--- config.mk ---
export PLATFORM = sky130hd
export DESIGN_NAME = div_iter
export DESIGN_NICKNAME = d
export VERILOG_FILES = /design/src/rtl/div_iter.sv
export SDC_FILE = /design/constraint.sdc
export NUM_CORES = 1
export LEC_CHECK = 0
export CORE_AREA = 2 2 242 244
export CTS_CLUSTER_SIZE = 25
export DETAILED_ROUTE_END_ITERATION = 6
export DIE_AREA = 0 0 244 246
export DONT_BUFFER_PORTS = 1
export MAX_ROUTING_LAYER = met4
export PLACE_DENSITY = 0.45
export SLEW_MARGIN = 20
export SYNTH_ARGS = -nofsm -noshare
export SYNTH_HDL_FRONTEND = slang
export SYNTH_SLANG_ARGS = --single-unit
--- constraint.sdc ---
create_clock -name clk -period 8.3 [get_ports clk]
set_clock_uncertainty 0.1 [all_clocks]
set_input_delay 0 -clock clk [delete_from_list [all_inputs] [get_ports clk]]
set_output_delay 0 -clock clk [all_outputs]
set_load 0.02 [all_outputs]
--- src/rtl/div_iter.sv ---
// div_iter: iterative restoring divider with signed/unsigned mode, cancel,
// divide-by-zero handling and a busy/ready handshake.
// Result is packed {remainder, quotient}.
// Optional feature macro: DIV_EARLY_OUT_EN. When defined, divisions with
// |opa| < |opb| or |opb| == 1 finish straight from IDLE. The result values
// are the same as on the full path; only the latency changes.
module div_iter #(
  parameter int WIDTH = 32,
  parameter int CNT_W = $clog2(WIDTH) + 1
) (
  input  logic               clk,
  input  logic               rst,
  input  logic               start_i,
  input  logic               cancel_i,
  input  logic               signed_i,
  input  logic [WIDTH-1:0]   opa_i,
  input  logic [WIDTH-1:0]   opb_i,
  output logic               busy_o,
  output logic               ready_o,
  output logic [2*WIDTH-1:0] result_o
);

  typedef enum logic [1:0] {S_IDLE, S_ZERO, S_RUN, S_DONE} state_t;

  localparam logic [CNT_W-1:0] LAST = CNT_W'(WIDTH - 1);
  localparam logic [WIDTH-1:0] ONE  = WIDTH'(1);

  state_t               state_q, state_d;
  logic [CNT_W-1:0]     cnt_q, cnt_d;
  logic [WIDTH-1:0]     rem_q, rem_d;    // partial remainder (always < divisor)
  logic [WIDTH-1:0]     quo_q, quo_d;    // dividend bits shift out, quotient bits shift in
  logic [WIDTH-1:0]     div_q, div_d;    // divisor magnitude
  logic                 nega_q, nega_d;  // dividend negative (signed mode only)
  logic                 negb_q, negb_d;  // divisor negative (signed mode only)
  logic [2*WIDTH-1:0]   fin_q, fin_d;    // sign-corrected result presented in DONE
  logic [2*WIDTH-1:0]   res_q, res_d;    // last delivered result, held between operations

  // Two's complement negate when neg is set
  function automatic logic [WIDTH-1:0] cond_neg(input logic [WIDTH-1:0] v, input logic neg);
    return neg ? ((~v) + ONE) : v;
  endfunction

  // Quotient is negative when operand signs differ
  function automatic logic [WIDTH-1:0] fix_quo(input logic [WIDTH-1:0] q,
                                               input logic na, input logic nb);
    return cond_neg(q, na ^ nb);
  endfunction

  // Remainder carries the dividend's sign
  function automatic logic [WIDTH-1:0] fix_rem(input logic [WIDTH-1:0] r, input logic na);
    return cond_neg(r, na);
  endfunction

  logic             nega_in, negb_in;
  logic [WIDTH-1:0] mag_a_in, mag_b_in;
  logic [WIDTH:0]   shift_rem, trial;
  logic             step_ok;
  logic [WIDTH-1:0] step_rem, step_quo;

  assign nega_in  = signed_i & opa_i[WIDTH-1];
  assign negb_in  = signed_i & opb_i[WIDTH-1];
  assign mag_a_in = cond_neg(opa_i, nega_in);
  assign mag_b_in = cond_neg(opb_i, negb_in);

  // One restoring step: WIDTH+1-bit shifted remainder, trial subtract, keep or restore
  assign shift_rem = {rem_q, quo_q[WIDTH-1]};
  assign trial     = shift_rem - {1'b0, div_q};
  assign step_ok   = ~trial[WIDTH];
  assign step_rem  = step_ok ? trial[WIDTH-1:0] : shift_rem[WIDTH-1:0];
  assign step_quo  = {quo_q[WIDTH-2:0], step_ok};

  // State register
  always_ff @(posedge clk or negedge rst) begin
    if (!rst) state_q <= S_IDLE;
    else      state_q <= state_d;
  end

  // Datapath registers
  always_ff @(posedge clk or negedge rst) begin
    if (!rst) begin
      cnt_q  <= '0;
      rem_q  <= '0;
      quo_q  <= '0;
      div_q  <= '0;
      nega_q <= 1'b0;
      negb_q <= 1'b0;
      fin_q  <= '0;
      res_q  <= '0;
    end else begin
      cnt_q  <= cnt_d;
      rem_q  <= rem_d;
      quo_q  <= quo_d;
      div_q  <= div_d;
      nega_q <= nega_d;
      negb_q <= negb_d;
      fin_q  <= fin_d;
      res_q  <= res_d;
    end
  end

  // Next-state, datapath next values and outputs
  always_comb begin
    state_d  = state_q;
    cnt_d    = cnt_q;
    rem_d    = rem_q;
    quo_d    = quo_q;
    div_d    = div_q;
    nega_d   = nega_q;
    negb_d   = negb_q;
    fin_d    = fin_q;
    res_d    = res_q;
    busy_o   = (state_q != S_IDLE);
    ready_o  = 1'b0;
    result_o = res_q;

    unique case (state_q)
      S_IDLE: begin
        if (start_i && !cancel_i) begin
          nega_d = nega_in;
          negb_d = negb_in;
          quo_d  = mag_a_in;
          div_d  = mag_b_in;
          rem_d  = '0;
          cnt_d  = '0;
          if (opb_i == '0) begin
            state_d = S_ZERO;
          end
`ifdef DIV_EARLY_OUT_EN
          else if (mag_a_in < mag_b_in) begin
            fin_d   = {fix_rem(mag_a_in, nega_in), {WIDTH{1'b0}}};
            state_d = S_DONE;
          end else if (mag_b_in == ONE) begin
            fin_d   = {{WIDTH{1'b0}}, fix_quo(mag_a_in, nega_in, negb_in)};
            state_d = S_DONE;
          end
`endif
          else begin
            state_d = S_RUN;
          end
        end
      end
      S_ZERO: begin
        if (cancel_i) begin
          state_d = S_IDLE;
        end else begin
          // Sign restore of the latched magnitude gives back the raw dividend
          fin_d   = {fix_rem(quo_q, nega_q), {WIDTH{1'b1}}};
          state_d = S_DONE;
        end
      end
      S_RUN: begin
        if (cancel_i) begin
          state_d = S_IDLE;
        end else begin
          rem_d = step_rem;
          quo_d = step_quo;
          cnt_d = cnt_q + CNT_W'(1);
          if (cnt_q == LAST) begin
            fin_d   = {fix_rem(step_rem, nega_q), fix_quo(step_quo, nega_q, negb_q)};
            state_d = S_DONE;
          end
        end
      end
      S_DONE: begin
        state_d = S_IDLE;
        // A cancel in DONE suppresses the pulse and keeps the old result visible
        if (!cancel_i) begin
          ready_o  = 1'b1;
          result_o = fin_q;
          res_d    = fin_q;
        end
      end
      default: state_d = S_IDLE;
    endcase
  end

endmodule

# Yosys cells after proc, flatten, opt, wreduce, memory -nomap -nowiden
# Index checks and enable logic that the tools add are counted.
[word_totals]
out_inout_bits = 66
ff_bits = 234
elab_cells = 74
in_bits = 69
[classes]
n_addsub = 7
n_mux = 29
reduce_logical = 11
eq_ne = 9
bitwise = 9
[ops]
columns = ["cell", "n"]
rows = [
  ["$mux 32", 10],
  ["$mux 64", 5],
  ["$add 32x1->32 const B", 5],
  ["$not 32->32", 5],
  ["$pmux 32 s2", 2],
  ["$pmux 64 s2", 1],
  ["$sub 33x32->33", 1],
  ["$logic_not 32->1", 1],
  ["$mux 6", 2],
  ["$pmux 6 s2", 1],
  ["$mux 2", 5],
  ["$ne 2x2->1 const B", 4],
  ["$pmux 2 s4", 1],
  ["$add 6x1->6 const B", 1],
  ["$eq 6x5->1 const B", 1],
  ["$reduce_bool 2->1", 3],
  ["$eq 2x2->1 const B", 2],
  ["$reduce_and 2->1", 2],
  ["$reduce_and 4->1", 1],
  ["$ne 3x3->1 const B", 1],
  ["$reduce_and 3->1", 1],
  ["$and 1x1->1", 2],
  ["$eq 2x1->1 const B", 1],
  ["$logic_not 2->1", 1],
  ["5 further kinds", 6],
]

# Longest topological paths before layout
[depth]
ltp_word = 8
ltp_mapped = 25
mapped_depth_nobuf = 23

# Worst setup path after synthesis
# No wires, ideal clock.
[synth_timing]
path_kind = "register to register"
start = "reg quo_q[31]"
end = "reg fin_q[58]"
t_arrival_ns = 5.105
setup_time_ns = 0.123
stages_incl_launch_ff = 26
n_path_buf = 2
required_time_ns = 8.077
setup_slack_ns = 2.972
path_cell_list = "dfrtp_1 > inv_1 > ha_1 > inv_1 > fa_1 > a211oi_4 > o21a_1 > a21o_1 > nand2_1 > a211oi_2 > nor2_2 > inv_2 > clkbuf_1 > clkbuf_1 > nor2_1 > a21oi_1 > ha_1 > nand2_1 > a21oi_1 > nor4b_1 > o2111ai_1 > a222oi_1 > nand2_1 > o31ai_2 > xnor2_1 > o221a_1"
[synth_via]
elab_chain_len = 8
[synth_rtl]
columns = ["element", "line", "text"]
rows = [
  ["from (decl)", "31", "logic [WIDTH-1:0] quo_q, quo_d;"],
  ["from (signal assigned)", "92", "quo_q <= quo_d;"],
  ["$sub 33x32->33", "67", "assign trial = shift_rem - {1'b0, div_q};"],
  ["$mux 32 *", "69", "assign step_rem = step_ok ? trial[WIDTH-1:0] : shift_rem[WIDTH-1:0];"],
  ["$not 32->32", "40", "return neg ? ((~v) + ONE) : v;"],
  ["$add 32x1->32", "40", ""],
  ["$mux 32 *", "40", ""],
  ["$mux 64 *", "158", "if (cnt_q == LAST) begin"],
  ["$mux 64 *", "152", "if (cancel_i) begin"],
  ["$pmux 64 s2 *", "116", "unique case (state_q)"],
  ["to (signal assigned)", "96", "fin_q <= fin_d;"],
  ["to (decl)", "35", "logic [2*WIDTH-1:0] fin_q, fin_d;"],
]
# Every way passes the cells marked *; elsewhere a longest branch is shown, timed or not. The select of a mux whose other input is x is not followed.
# A chain may end at the register's enable or synchronous reset.

# Worst setup path in the final report
# Ends and elaborated chain as after synthesis.

==> summary.md <==
| Metric | Value |
|---|---|
| Status | finished, violations left |
| Failing checks | negative hold slack |
| Synthesized instance count | 1,797 |
| Synth warn | 0 |
| Root Buffer | clkbuf_16 |
| GRT Overall Usage | 17.8% |
| CTS clk-pin slew, worst paths | 60 ps |
| I/O Buffers | 0 |
| DIE WIDTH | 244 um |
| Worst setup path class | reg -> reg |
| Slew @ Worst Pin | 1100 ps |
| Largest net degree at the start of global routing | 235 |
| DRT iter0 DRCs | 1,052 |
| Clk sinks | 234 |
| Global-route wire length before repair | 81,700 um |
| Max Slew Vio Count | 0 |
| Drt wl/cell | 19.9 um |
| Min Tclk post-route | 5990 ps |
| Setup TNS | 0 ps |
| Post-cts gate resize count | 0 |
| Worst r2r path cells | 23 |
| Final setup viols | 0 |
| Fmax achieved | 0.167 GHz |
| Initial DRT Pass Iterations | 6 |
| Skew-Pair Late Insertion Delay | 590 ps |
| Relative slew slack | 26.5% |
| CTS tree | done |
| Share of cells above drive strength 1 | 9.11% |
| Pre-CTS WS | 2360 ps |
| Setup crit start kind | flip-flop |
| Sequential share of the synthesized area | 38.0% |
| Top cell type's share of synthesized area | 38.0% |
| DR DRC count | 0 |
| EDFF count, synth | 0 |
| Worst-path maximum fanout | 11 |
| Routed vias | 13,700 |
| Crit path largest cell delay | 730 ps |
| Non-Filler Instances | 2,654 |
| Most frequent CP cell | nand2_1 |
| Die area | 60,000 um^2 |
| Final RePlAce weighted congestion | 0.873 |
| Antenna-violating nets left | 0 |
| Syn_area_per_cell | 8.57 um^2 |
| Initial antenna violation count | 6 |
| Placed wire-length estimate | 37,800 um |
| CTS buffer count | 29 |
| Ranking of synthesized cells by area | dfrtp_1 (38%), a21oi_1 (5.8%), o21ai_0 (5.1%) |
| Final Hold Vio Count | 5 |
| FP Rows | 88 |
| Number of fillers in the final layout | 6,033 |
| CP max-delay cell | a211oi_2 |
| Max Cap Viol | 0 |
| Synthesized area | 15,400 um^2 |
| Area growth from synthesis to layout | 20.1% |
| Ys async rst share | 100% |
| Synth Flop Type | dfrtp_1 |
| Synth Register Bits | 234 |
| Period utilisation layout | 72.2% |
| Total gr overflow | 0 |
| Ports | 135 |
| Top-count cell post-synth | dfrtp_1 |
| CTS Buffer Depth | 3 |
| R2R Setup Slk | 2310 ps |
| Worst Slack Setup Final | 2310 ps |
| Core ar. | 57,400 um^2 |
| Final WL | 52,900 um |
| H-tree depth | 1 |
| WHS | -40.6 ps |
| Placed Instances | 2,456 |
| Post-synth cell types | 88 |
| Yosys top cell by area | dfrtp_1 |
| Crit. End Element | flip-flop |
| Unrepaired setup endpoints after global routing | false |
| Final nets | 1,977 |
| Top cells by count, synth | dfrtp_1 (234), nor2_1 (187), nand2_1 (183), a21oi_1 (177), o21ai_0 (158) |
| Hold WC Path Type | in -> async |
| Reg area | 5860 um^2 |
| Net Count, Synth | 1,909 |
| Vias per Instance | 5.16 |
| Starting density of the core | 26.8% |
| CP Cell Sequence | inv_1, ha_1, inv_1, fa_1, a211oi_4, o21a_1, a21o_1, nand2_1, a211oi_2, nor2_4, inv_2, mux2i_1, ha_1, nand2_1, a21oi_1, nor4b_1, o2111ai_1, a222oi_1, buf_4, nand2_1, o31ai_2, xnor2_1, o221a_1 |
| Arr. time, crit path | 6370 ps |
| Vias in the first global route | 13,500 |
| Worst path required time | 8680 ps |
| Area occupied by multi-input gates | 8860 um^2 |
| Height of the chip | 246 um |
layout make-up:
class                      instances  area share, %
tap                              765           5.18
sequential                       234           31.7
clock inverter                    11          0.866
inverter                          65           1.32
multi-input combinational       1381           47.9
clock buffer                      42           4.62
antenna                            2         0.0271
timing repair buffer             154           8.38
registers in the layout (all words and copies together), names as in the netlist:
signal	cells
negb_q	1
res_q	64
cnt_q	6
fin_q	64
nega_q	1
div_q	32
quo_q	32
rem_q	32
state_q	2
path summary, 6_finish.rpt:
path	startpoint	endpoint
min in group clk	opa_i[1]	quo_q[1]
worst min register to register	div_q[10]	div_q[10]
worst max-delay path	quo_q[31]	fin_q[58]
worst min-delay path	rst	res_q[32]
worst max register to register	quo_q[31]	fin_q[58]
max in group asynchronous	rst	div_q[27]
cell usage in the layout (no fill, tap or decap), types with 7 or more instances in the layout:
cell type	synthesis	final
nand2_1	183	182
inv_1	63	63
dlygate4sd3_1	0	141
or4_1	11	11
a21oi_1	177	177
nand4_1	12	12
a31oi_1	13	13
xor2_1	86	86
o31ai_1	18	18
xnor2_1	79	79
o22ai_1	40	40
or3_1	23	23
o21ai_1	7	7
buf_4	3	11
o21ai_0	158	158
dfrtp_1	234	234
nand3_1	19	19
nor2_1	187	186
a21o_1	11	11
or2_2	8	7
ha_1	42	41
nor4_1	17	17
o211ai_1	8	8
clkbuf_8	0	8
mux2i_1	23	23
nor3_1	35	35
clkbuf_16	0	29
nand2b_1	13	12
a22o_1	7	7
and2_1	10	9
mux2_2	67	67
kinds of logic after synthesis:
family          share of synthesized area (%)
compound gates                           21.2
xor+xnor                                 9.39
fa+ha+maj                                3.54
buf+inv                                  4.64
flops                                    38.0
mux                                      6.54
simple gates                             16.6
timing repair:
action | CTS | global route
hold buffers | 142 | 0
endpoints found under the hold margin | 321 | 0
setup buffers | 0 | 0
routing by layer:
| metal | vias to the layer above | share of wire [%] | global-route usage [%] |
|---|---|---|---|
| met2 | 416 | 46 | 28.3 |
| li1 | 6511 | - | - |
| met4 | 0 | 2.3 | 4.12 |
| met3 | 66 | 5.5 | 2.68 |
| met5 | - | 0 | - |
| met1 | 6695 | 46 | 23.9 |
worst max-delay path: cells and delay by family (launching register included):
family                   cells  cell delay [ps]
flip-flops                   1              400
XOR/XNOR                     1               90
buffers and inverters        4              590
multiplexers                 1              330
adder cells (fa/ha/maj)      3              920
AO/OA/AOI/OAI                9             2760
AND/OR/NAND/NOR              5              670
through the flow:
stage	area (um^2)	utilization [%]
2_1_floorplan	15400	-
3_3_place_gp	16000	27.9
3_5_place_dp	16000	27.9
4_1_cts	18500	32.2
5_1_grt	18500	32.2
6_report	18500	32.2
Power is left out: the tool's default activity adds up to more than one toggle a clock period on the data nets, which glitch-free logic cannot reach.
